===== config.mk =====
export PLATFORM = sky130hd
export DESIGN_NAME = uart_tx
export DESIGN_NICKNAME = d
export VERILOG_FILES = /design/src/rtl/uart_pkg.sv /design/src/rtl/uart_baud_tick.sv /design/src/rtl/uart_tx.sv
export SDC_FILE = /design/constraint.sdc
export NUM_CORES = 1
export LEC_CHECK = 0
export CORE_MARGIN = 2
export CORE_UTILIZATION = 40
export DETAILED_ROUTE_END_ITERATION = 8
export DONT_BUFFER_PORTS = 1
export HOLD_SLACK_MARGIN = 0.05
export PLACE_DENSITY_LB_ADDON = 0.12
export SYNTH_ARGS = -nofsm -noshare
export SYNTH_HDL_FRONTEND = slang
export SYNTH_SLANG_ARGS = --single-unit

===== constraint.sdc =====
create_clock -name clk -period 4.3 [get_ports clk]
set_input_delay 0.86 -clock clk [delete_from_list [all_inputs] [get_ports clk]]
set_output_delay 0.86 -clock clk [all_outputs]
set_load 0.03 [all_outputs]

===== src/rtl/uart_pkg.sv =====
// Shared UART definitions: transmitter state encoding and the default baud divisor.
// The transmitter state set grows a PARITY state when UART_TX_PARITY_EN is defined.
package uart_pkg;

  // 50 MHz system clock / 115200 baud
  localparam int UART_CLKS_PER_BIT = 434;

`ifdef UART_TX_PARITY_EN
  typedef enum logic [2:0] {IDLE, START, DATA, PARITY, STOP} uart_tx_state_t;
`else
  typedef enum logic [1:0] {IDLE, START, DATA, STOP} uart_tx_state_t;
`endif

endpackage


===== src/rtl/uart_baud_tick.sv =====
// Bit-period timer: counts 0..CLKS_PER_BIT-1 and flags the last cycle of each bit.
// clear forces the count back to 0 so a new state always starts a full bit period.
module uart_baud_tick
  import uart_pkg::*;
#(
  parameter int CLKS_PER_BIT = UART_CLKS_PER_BIT
) (
  input  logic clk,
  input  logic rst,
  input  logic clear,
  output logic bit_done
);

  localparam int CNT_W = $clog2(CLKS_PER_BIT);
  localparam logic [CNT_W-1:0] LAST = CNT_W'(CLKS_PER_BIT - 1);

  logic [CNT_W-1:0] cnt_q, cnt_d;

  // Wrap at the end of each bit period, or restart on request.
  always_comb begin
    bit_done = (cnt_q == LAST);
    if (clear || bit_done) cnt_d = '0;
    else                   cnt_d = cnt_q + 1'b1;
  end

  // Counter register.
  always_ff @(posedge clk) begin
    if (rst) cnt_q <= '0;
    else     cnt_q <= cnt_d;
  end

endmodule


===== src/rtl/uart_tx.sv =====
// UART transmitter: start bit, DATA_BITS data bits LSB first, optional parity,
// STOP_BITS stop bits. A one-entry holding buffer allows gapless back-to-back frames.
// Optional feature macro: UART_TX_PARITY_EN (adds a parity bit, PARITY_ODD selects odd).
module uart_tx
  import uart_pkg::*;
#(
  parameter int CLKS_PER_BIT = UART_CLKS_PER_BIT,
  parameter int DATA_BITS    = 8,
  parameter int STOP_BITS    = 1
`ifdef UART_TX_PARITY_EN
  , parameter bit PARITY_ODD = 1'b0
`endif
) (
  input  logic       clk,
  input  logic       rst,
  input  logic       tx_enable,
  input  logic [7:0] data,
  input  logic       data_valid,
  output logic       tx_buf_full,
  output logic       tx_busy,
  output logic       tx_line
);

  uart_tx_state_t state_q, state_d;
  logic [2:0] bit_idx_q, bit_idx_d;
  logic [7:0] hold_q, hold_d;
  logic [7:0] shift_q, shift_d;
  logic       buf_full_q, buf_full_d;
  logic       tx_line_q, tx_line_d;
  logic       busy_q, busy_d;
  logic       accept, load, clear, bit_done;
`ifdef UART_TX_PARITY_EN
  logic       par_q, par_d;

  function automatic logic parity_of(input logic [7:0] b);
    logic p;
    p = 1'b0;
    for (int i = 0; i < DATA_BITS; i++) p ^= b[i];
    return p ^ PARITY_ODD;
  endfunction
`endif

  uart_baud_tick #(.CLKS_PER_BIT(CLKS_PER_BIT)) u_baud (
    .clk      (clk),
    .rst      (rst),
    .clear    (clear),
    .bit_done (bit_done)
  );

  // Next-state, buffer handshake and next serial line level.
  always_comb begin
    state_d    = state_q;
    bit_idx_d  = bit_idx_q;
    hold_d     = hold_q;
    shift_d    = shift_q;
    buf_full_d = buf_full_q;
    load       = 1'b0;
    accept     = data_valid & tx_enable & ~buf_full_q;
`ifdef UART_TX_PARITY_EN
    par_d      = par_q;
`endif

    case (state_q)
      IDLE: begin
        if (buf_full_q && tx_enable) begin
          state_d = START;
          load    = 1'b1;
        end
      end
      START: begin
        if (bit_done) begin
          state_d   = DATA;
          bit_idx_d = '0;
        end
      end
      DATA: begin
        if (bit_done) begin
          shift_d = shift_q >> 1;
          if (bit_idx_q == 3'(DATA_BITS - 1)) begin
`ifdef UART_TX_PARITY_EN
            state_d = PARITY;
`else
            state_d = STOP;
`endif
            bit_idx_d = '0;
          end else begin
            bit_idx_d = bit_idx_q + 3'd1;
          end
        end
      end
`ifdef UART_TX_PARITY_EN
      PARITY: begin
        if (bit_done) begin
          state_d   = STOP;
          bit_idx_d = '0;
        end
      end
`endif
      STOP: begin
        if (bit_done) begin
          if (bit_idx_q == 3'(STOP_BITS - 1)) begin
            bit_idx_d = '0;
            if (buf_full_q && tx_enable) begin
              state_d = START;
              load    = 1'b1;
            end else begin
              state_d = IDLE;
            end
          end else begin
            bit_idx_d = bit_idx_q + 3'd1;
          end
        end
      end
      default: state_d = IDLE;
    endcase

    // Load drains the buffer; accept only happens while it is empty, so they never coincide.
    if (load) begin
      shift_d    = hold_q;
      buf_full_d = 1'b0;
`ifdef UART_TX_PARITY_EN
      par_d      = parity_of(hold_q);
`endif
    end
    if (accept) begin
      hold_d     = data;
      buf_full_d = 1'b1;
    end

    case (state_d)
      START:   tx_line_d = 1'b0;
      DATA:    tx_line_d = shift_d[0];
`ifdef UART_TX_PARITY_EN
      PARITY:  tx_line_d = par_d;
`endif
      default: tx_line_d = 1'b1;
    endcase

    busy_d = (state_d != IDLE);
    clear  = (state_d != state_q) || (state_q == IDLE);
  end

  // FSM and registered outputs; payload registers carry no reset.
  always_ff @(posedge clk) begin
    hold_q  <= hold_d;
    shift_q <= shift_d;
`ifdef UART_TX_PARITY_EN
    par_q   <= par_d;
`endif
    if (rst) begin
      state_q    <= IDLE;
      bit_idx_q  <= '0;
      buf_full_q <= 1'b0;
      tx_line_q  <= 1'b1;
      busy_q     <= 1'b0;
    end else begin
      state_q    <= state_d;
      bit_idx_q  <= bit_idx_d;
      buf_full_q <= buf_full_d;
      tx_line_q  <= tx_line_d;
      busy_q     <= busy_d;
    end
  end

  assign tx_line     = tx_line_q;
  assign tx_busy     = busy_q;
  assign tx_buf_full = buf_full_q;

endmodule


Word level (Yosys, flattened, before mapping)
Cells that the tools add are included.
Operators by class
  muxes and demuxes: 24
  bitwise gates (word level): 3
  reductions and logical operators: 13
  equal/unequal tests: 11
  add/sub/neg operators: 2
Operator list (count)
  $mux 8: 3
  $mux 3: 5
  $mux 2: 6
  $add 9x1->9 const B: 1
  $eq 9x9->1 const B: 1
  $pmux 3 s3: 1
  $pmux 2 s4: 1
  $reduce_bool 2->1: 4
  $eq 2x2->1 const B: 3
  $mux 1: 6
  $ne 2x2->1 const B: 3
  $eq 2x1->1 const B: 2
  $pmux 1 s2: 2
  $reduce_and 4->1: 1
  $add 3x1->3 const B: 1
  $eq 3x3->1 const B: 1
  $logic_not 3->1: 1
  $reduce_bool 3->1: 1
  $and 1x1->1: 2
  $logic_not 2->1: 1
  $logic_or 1x1->1: 2
  $ne 2x2->1: 1
  $reduce_and 2->1: 1
  $reduce_or 2->1: 1
  2 further kinds: 2
Word-level totals
  bits in registers: 33
  bits of input ports: 12

Logic depth before layout (Yosys ltp)
  depth after elaboration: 9
  gate-level depth with buffers: 9
  depth with buffers taken out: 8

Cells and area by module
A second synthesis with hierarchy kept.
Second synthesis, totals
  cell total of the unflattened synthesis: 164
  area, all modules: 1622.8 um2
By module, submodules not included
  uart_tx: seq. area each 630.6 um2, instances 1, area an instance 1176.1 um2, cells an instance 115
  uart_baud_tick: seq. area each 180.2 um2, instances 1, area an instance 446.7 um2, cells an instance 49

Least setup slack after synthesis
Ideal clock, no wire load.
  path kind: input to register
  start: input tx_enable
  end: register shift_q[4] (data pin)
  data required time: 4038 ps
  setup slack: 2232 ps
  path buffers: 1
  stages on the path: 5
  setup time: 262 ps
  arrival: 1806 ps
  cell sequence: nand3_1 -> o41a_1 -> nor3_4 -> buf_2 -> o21ai_0
On the way
  longest elaborated chain between the ends: 6
Ends and longest elaborated chain
  start, declared: line uart_tx.sv:16  | input logic tx_enable,
  $logic_and 1x1->1 (*): line uart_tx.sv:65, uart_tx.sv:103
  $mux 1 (*): line uart_tx.sv:65, uart_tx.sv:103
  $mux 1: line uart_tx.sv:101  | if (bit_idx_q == 3'(STOP_BITS - 1)) begin
  $mux 1: line uart_tx.sv:100  | if (bit_done) begin
  $pmux 1 s2 (*): line uart_tx.sv:63  | case (state_q)
  $mux 8 (*): line uart_tx.sv:118  | if (load) begin
  via shift_d[4]: line uart_tx.sv:27  | logic [7:0] shift_q, shift_d;
  end signal, assigned: line uart_tx.sv:146  | shift_q <= shift_d;
  end, declared: line uart_tx.sv:27
The timed path passes the listed nets; every way through them passes the cells marked *.
A chain may end at the register's enable or synchronous reset.

Final worst setup path
  start: register u_baud.cnt_q[0]
  end: register shift_q[1] (enable)
On the way
  longest elaborated chain between the ends: 5
  elaborated cells between the ends (all ways): 6
  classes of those cells: eq/ne (1); mux (2); reduce/logical (3)
Ends and longest elaborated chain
  start, declared: line uart_baud_tick.sv:17  | logic [CNT_W-1:0] cnt_q, cnt_d;
  start signal, assigned: line uart_baud_tick.sv:29  | else cnt_q <= cnt_d;
  $eq 9x9->1 (*): line uart_baud_tick.sv:21  | bit_done = (cnt_q == LAST);
  $mux 1: line uart_tx.sv:100
  $pmux 1 s2: line uart_tx.sv:63
  $reduce_bool 2->1 (no line)
  $reduce_and 2->1 (no line) (*)
Every way passes the cells marked *; elsewhere a longest branch is shown, timed or not.

==> impl_metrics.tcl <==
set metrics [dict create \
    status "finished clean" \
    routed_wl_mm 2.65 \
    drv_slew 0 \
    via_count 1056 \
    yosysUniqueCellTypes 38 \
    layout_commonest_cell "nor2_1" \
    cp.depth 5 \
    p_per_area_mw_per_mm2 385 \
    startpoint_type "flop" \
    grt_pass1_vias 1073 \
    cts_resized 0 \
    netlist.area_leader.share_pct 29.2 \
    cts-root-buf "clkbuf_8" \
    skew_ns 0.00784 \
    critical-path-max-stage-delay_ns 0.49 \
    synthArstFlopShare_pct 0 \
    synth_cells 150 \
    fin_ws_ns 1.94 \
    nets 175 \
    path_clk_slew_ns 0.07 \
    die_w_um 66.1 \
    hold_start "hold_q[0]" \
    cts_tree "done" \
    ys.warnings.count 0 \
    syn_area_per_cell_um2 10.3 \
    dp_hpwl_mm 1.91 \
    synth_seq_cells 33 \
    worstHoldPathCells 2 \
    gp_congestion 0.923 \
    syn2layout_area_growth_pct 8.91 \
    antenna_found_initial 0 \
    clk_latency_ns 0.29 \
    regToRegEndpoint "shift_q[1]" \
    syn_nets 171 \
    yosys-top-cells-area "edfxtp_1 (29%), dfxtp_1 (23%), ha_1 (7.3%)" \
    critPathBufInv 0 \
    post-place-ws_ns 1.90 \
    layout_common_cells "nor2_1 (20), nand2_1 (19), dfxtp_1 (18)" \
    drive_gt1_share_pct 9.03 \
    p_leak_nw 0.565 \
    dieArea_mm2 0.00437 \
    crit_chain "ha_1, nand4b_2, o41a_1, nor3_4, or2_2" \
    drc 0 \
    num_io_pins 15 \
    synth_edf_count 15 \
    ys.flop_type "dfxtp_1" \
    tightest_slew_ns 0.699 \
    period_share_pct 54.9 \
    rsz0062_at_grt "no" \
    r2r_slack_ns 1.94 \
    vias_per_cell 5.20 \
    post_cts_buffers 0 \
    end_kind "flop" \
    htree_levels 2 \
    clock-sinks 33 \
    drv_cap 0 \
    hold_end "shift_q[0]" \
    finalSetupViolCount 0 \
    ys_seq_area_share_pct 52.5 \
    cts.path.max_buffers 2 \
    initialDrtViolationCount 104 \
    ant_nets 0 \
    crit_type "reg -> reg" \
    grt_usage_pct 14.4 \
    min_period_ns 2.36 \
    num_antenna_cells 0 \
    dr.pass1.iters 4 \
    setup_tns_ns 0 \
    r2r_start "u_baud.cnt_q[0]" \
    crit_slowest_cell "o41a_1" \
    grt_pass1_wl_mm 4.65 \
    chipHeight_um 66.1 \
    critPathRequiredTime_ns 4.28 \
    clock.fmax_ghz 0.424 \
    slew_headroom_pct 53.0 \
    totalPowerFinal_mw 0.647 \
    grt_max_degree 18 \
    start_util_pct 41.9 \
    core_mm2 0.00369 \
    synth_largest_area_cell "edfxtp_1" \
    numCtsBuffers 5 \
    hold_class "reg -> reg" \
    port_buffers 0 \
    arrival_ns 2.34 \
    r2r_cells 5 \
    crit_family "simple AND/OR/NAND/NOR gates" \
    synth.cell_area_mm2 0.00154 \
    hold_violations 0 \
    wl_per_cell_um 13.0 \
    holdBufCountCts 0 \
    row_count 22 \
    path_max_fanout 17 \
    peakVddDrop_v 0.000174 \
    grt-ovfl-total 0 \
]
==> cells in the mapped netlist (2+ instances only) <==
| cell type | instances |
|---|---|
| nand2_1 | 19 |
| a21oi_1 | 7 |
| nor3b_1 | 2 |
| nand2b_1 | 4 |
| inv_1 | 8 |
| o22ai_1 | 2 |
| nor3_1 | 3 |
| xor2_1 | 2 |
| edfxtp_1 | 15 |
| nor2_1 | 20 |
| o21ai_0 | 7 |
| ha_1 | 9 |
| nand4_1 | 2 |
| nand3_1 | 5 |
| xnor2_1 | 5 |
| dfxtp_1 | 18 |
==> final cells by class <==
class	instances	area (um^2)
clock buffers	5	68.8
clock inverters	3	21.3
fillers	369	2010
inverters	8	30.0
multi-input cells	106	691
flip-flops and latches	33	811
well taps	48	60.1
==> routing by layer <==
layer | GRT usage, % | routed length (um) | vias to the layer above
met5 | 0 | 0 | -
met2 | 22.9 | 1260 | 30
met1 | 16.1 | 1170 | 485
li1 | - | - | 533
met3 | 4.94 | 125 | 8
met4 | 9.95 | 84 | 0
==> state kept, by name, summed over array words and instances (netlist names) <==
name,cells
u_baud.cnt_q,9
hold_q,8
shift_q,8
bit_idx_q,3
state_q,2
tx_buf_full,1
tx_busy,1
tx_line,1
==> worst reg2reg max path: stages, from the launching register on <==
cell and delay (ns):
dfxtp_1 0.40, ha_1 0.20, nand4b_2 0.19, o41a_1 0.50
nor3_4 0.45, or2_2 0.31
==> cell families after synthesis <==
family	Yosys count	synth area share, %
AND/OR/NAND/NOR	65	22.9
flip-flops	33	52.5
AO/OA/AOI/OAI	24	9.89
buffers and inverters	11	2.75
adder cells (fa/ha/maj)	9	7.29
XOR/XNOR	7	3.97
multiplexers	1	0.648
==> where the power goes <==
group	leakage [nW]	internal, mW	switching, mW
Clock	0.0407	0.114	0.119
Combinational	0.242	0.0194	0.0324
Sequential	0.282	0.346	0.0162
==> worst max-delay path by stage <==
stage	start	slack (ns)	endpoint
after floorplan	tx_enable	2.23	shift_q[4]
after global placement	tx_enable	1.92	shift_q[3]
after detailed placement	tx_enable	1.90	shift_q[4]
after CTS	u_baud.cnt_q[0]	1.90	shift_q[1]
after global routing	u_baud.cnt_q[0]	1.75	shift_q[1]
final	u_baud.cnt_q[0]	1.94	shift_q[1]
==> per-stage QoR <==
stage                     cell area, um^2  cells  utilization [%]  hold slack (ns)
after CTS                            1680    203             45.6            0.467
after global placement               1590    195             43.1            0.459
after global routing                 1680    203             45.6            0.525
after detailed placement             1590    195             43.1            0.449
after floorplan                      1540    150                -            0.434
final                                1680    203             45.6            0.462
Note: power is estimated with default switching activity, not from simulation.
